## config.mk

```make
export PLATFORM = sky130hd
export DESIGN_NAME = sat_counter
export DESIGN_NICKNAME = d
export VERILOG_FILES = /design/src/rtl/sat_counter.sv
export SDC_FILE = /design/constraint.sdc
export NUM_CORES = 1
export LEC_CHECK = 0
export CAP_MARGIN = 5
export CORE_UTILIZATION = 40
export DETAILED_ROUTE_END_ITERATION = 12
export PLACE_DENSITY_LB_ADDON = 0.08
export SYNTH_ARGS = -nofsm -noshare
export SYNTH_HDL_FRONTEND = slang
export SYNTH_SLANG_ARGS = --single-unit
```

## constraint.sdc

```tcl
create_clock -name i_clk -period 5.6 [get_ports i_clk]
set_clock_uncertainty 0.15 [all_clocks]
set_input_delay 0.84 -clock i_clk [delete_from_list [all_inputs] [get_ports i_clk]]
set_output_delay 0.84 -clock i_clk [all_outputs]
set_load 0.02 [all_outputs]
```

## src/rtl/sat_counter.sv

```systemverilog
// Up-counter with synchronous clear, count enable and optional saturation at all-ones.
module sat_counter #(
    parameter int W        = 16,
    parameter bit SATURATE = 1'b1
) (
    input  logic         i_clk,
    input  logic         i_clr,
    input  logic         i_en,
    output logic [W-1:0] o_count
);

    logic [W-1:0] r_count;
    logic         w_at_max;
    logic         w_step;

    assign w_at_max = (r_count == {W{1'b1}});
    assign w_step   = i_en && !(SATURATE && w_at_max);
    assign o_count  = r_count;

    // Clear dominates; otherwise advance unless pinned at the ceiling.
    always_ff @(posedge i_clk) begin
        if (i_clr) begin
            r_count <= '0;
        end else if (w_step) begin
            r_count <= r_count + W'(1);
        end else begin
            r_count <= r_count;
        end
    end

endmodule

```

==> impl_metrics.env <==
export IMPL_maxSlewHeadroom_pct=44.1
export IMPL_clk_latency_ns=0.28
export IMPL_yosysSeqAreaShare_pct=38.4
export IMPL_status="finished clean"
export IMPL_cp_data_arrival_time_ns=2.57
export IMPL_overflow=0
export IMPL_netlist_area_leader_share_pct=38.4
export IMPL_hold_viol=0
export IMPL_syn_area_um2=833
export IMPL_grt_pass1_vias=620
export IMPL_clock_path_buffers=2
export IMPL_path_clk_slew_ns=0.09
export IMPL_critical_path_max_stage_delay_ns=0.60
export IMPL_boundaryPins=19
export IMPL_syn_inst=96
export IMPL_clock_sinks=16
export IMPL_synth_edf_count=0
export IMPL_multi_input_area_um2=480
export IMPL_final_cell_mix="18 x clkdlybuf4s50_1, 16 x dfxtp_1, 10 x nor2_1"
export IMPL_setup_viol=0
export IMPL_cts_buffers=3
export IMPL_fin_nets=120
export IMPL_gp_congestion=0.748
export IMPL_hpwl_mm=1.28
export IMPL_syn_nets=100
export IMPL_grt_max_degree=19
export IMPL_ys_warn_count=0
export IMPL_tightest_slew_ns=0.831
export IMPL_wl_mm=1.76
export IMPL_post_cts_buffers=0
export IMPL_crit_type="in -> reg"
export IMPL_largest_reg_flops=16
export IMPL_drc=0
export IMPL_grt_use_total_pct=16.9
export IMPL_syn_area_per_cell_um2=8.68
export IMPL_die_h_um=47.6
export IMPL_io_buffers=18
export IMPL_syn2layout_area_growth_pct=27.0
export IMPL_critPathLaunchType="input pin"
export IMPL_powerDensity_mw_per_mm2=195
export IMPL_layout_area_seq_um2=320
export IMPL_crit_chain="clkdlybuf4s50_1 -> nand2_1 -> or3_1 -> nor4_1 -> mux2_2"
export IMPL_synth_top_flop_cell="dfxtp_1"
export IMPL_netlist_cell_type_count=34
export IMPL_final_common_cell="clkdlybuf4s50_1"
export IMPL_htree_num_levels=1
export IMPL_yosys_top_cells_area="dfxtp_1 38%, nor2_1 4.5%, nand3_1 4.2%, nand2_1 3.6%, o31ai_1 3.6%"
export IMPL_setup_tns_ns=0
export IMPL_drt_first_pass_iters=4
export IMPL_min_path_type="reg -> reg"
export IMPL_die_width_um=47.6
export IMPL_postCtsResizedCells=0
export IMPL_antenna_found_initial=0
export IMPL_cp_end_kind="flip-flop"
export IMPL_cp_max_fo=7
export IMPL_vias_per_cell=5.62
export IMPL_maxCapViolations=0
export IMPL_fill_cells=205
export IMPL_crit_family="simple AND/OR/NAND/NOR gates"
export IMPL_vdd_drop_max_mv=0.116
export IMPL_num_antenna_cells=0
export IMPL_cts_tree="done"
export IMPL_cp_required_ns=5.63
export IMPL_dieArea_mm2=0.00227
export IMPL_holdBufCountCts=0
export IMPL_grt_pass1_wl_mm=2.74
export IMPL_fp_coreArea_mm2=0.00196
export IMPL_drt_iter0_markers=8
export IMPL_ys_ff_latch=16
export IMPL_initial_core_util_pct=42.5
export IMPL_postRouteAntennaNets=0
export IMPL_period_share_pct=45.4
export IMPL_wl_per_cell_um=12.4
export IMPL_critPathSlowestCell="clkdlybuf4s50_1"
export IMPL_via_count=798
export IMPL_critPathBufInv=1
export IMPL_cts_root_buf="clkbuf_4"
export IMPL_rsz0062_at_grt="no"
export IMPL_hold_ws_ns=0.380
export IMPL_drv_slew=0
export IMPL_async_flop_share_pct=0
export IMPL_period_needed_ns=2.54
export IMPL_drive_gt1_share_pct=8.70
export IMPL_power_leakage_nw=0.331
export IMPL_num_rows=16
export IMPL_synth_top_cell_by_area="dfxtp_1"
export IMPL_fmax_ghz=0.393
[final timing paths]
check / cells past startpoint / end / slack [ns] / from
worst max register to register: 5 / o_count[5] / 3.47 / o_count[0]
worst max-delay path: 5 / o_count[15] / 3.06 / i_en
worst min-delay path: 1 / o_count[11] / 0.38 / o_count[11]
worst min register to register: 1 / o_count[11] / 0.38 / o_count[11]
[area by class of cell]
type,instances,share of cell area [%]
Clock buffer,4,3.43
Multi-Input combinational cell,75,45.4
Sequential cell,16,30.3
Timing Repair Buffer,18,17.0
Inverter,2,0.709
Tap cell,27,3.19
[stage by stage]
stage               std cells  worst slack [ns]  util (%)  total power [mW]  area [um2]
floorplan                  96              3.43         -             0.128         833
global placement          138              2.78      52.1             0.134        1020
detailed placement        138              2.75      52.1             0.134        1020
CTS                       142              3.06      54.0             0.210        1060
global route              142              3.00      54.0             0.218        1060
finish                    142              3.06      54.0             0.206        1060
[routing by layer]
layer	track usage, %	part of all wire (%)
met4	5.00	0.74
met5	0	0
met2	24.9	44
met1	24.8	52
met3	3.40	3.5
[synth_stat cells, drive strengths merged (2+ instances only)]
library cell   n
mux2i          2
nand4          5
a21oi          5
dfxtp         16
nor2          10
nor2b          2
inv            2
or4            3
nand3          7
nand2          8
nor3           3
o41ai          2
or3            2
xnor2          2
mux2           2
and4           3
o21ai          2
o31ai          4
nor4           3
[where the power goes]
group | switching, mW | leakage, nW | total (mW) | internal [mW]
Combinational | 0.00762 | 0.180 | 0.0139 | 0.00629
Sequential | 0.00191 | 0.129 | 0.117 | 0.115
Clock | 0.0359 | 0.0210 | 0.0754 | 0.0395
Total | 0.0454 | 0.331 | 0.206 | 0.161
[kinds of logic after synthesis]
family                   count (synthesis)  synth area share (%)
flip-flops                              16                  38.4
AO/OA/AOI/OAI                           18                  15.5
AND/OR/NAND/NOR                         49                  32.4
adder cells (fa/ha/maj)                  1                  1.50
multiplexers                             4                  5.11
XOR/XNOR                                 3                  3.15
buffers and inverters                    5                  3.90
Note: power is estimated with default switching activity, not from simulation.
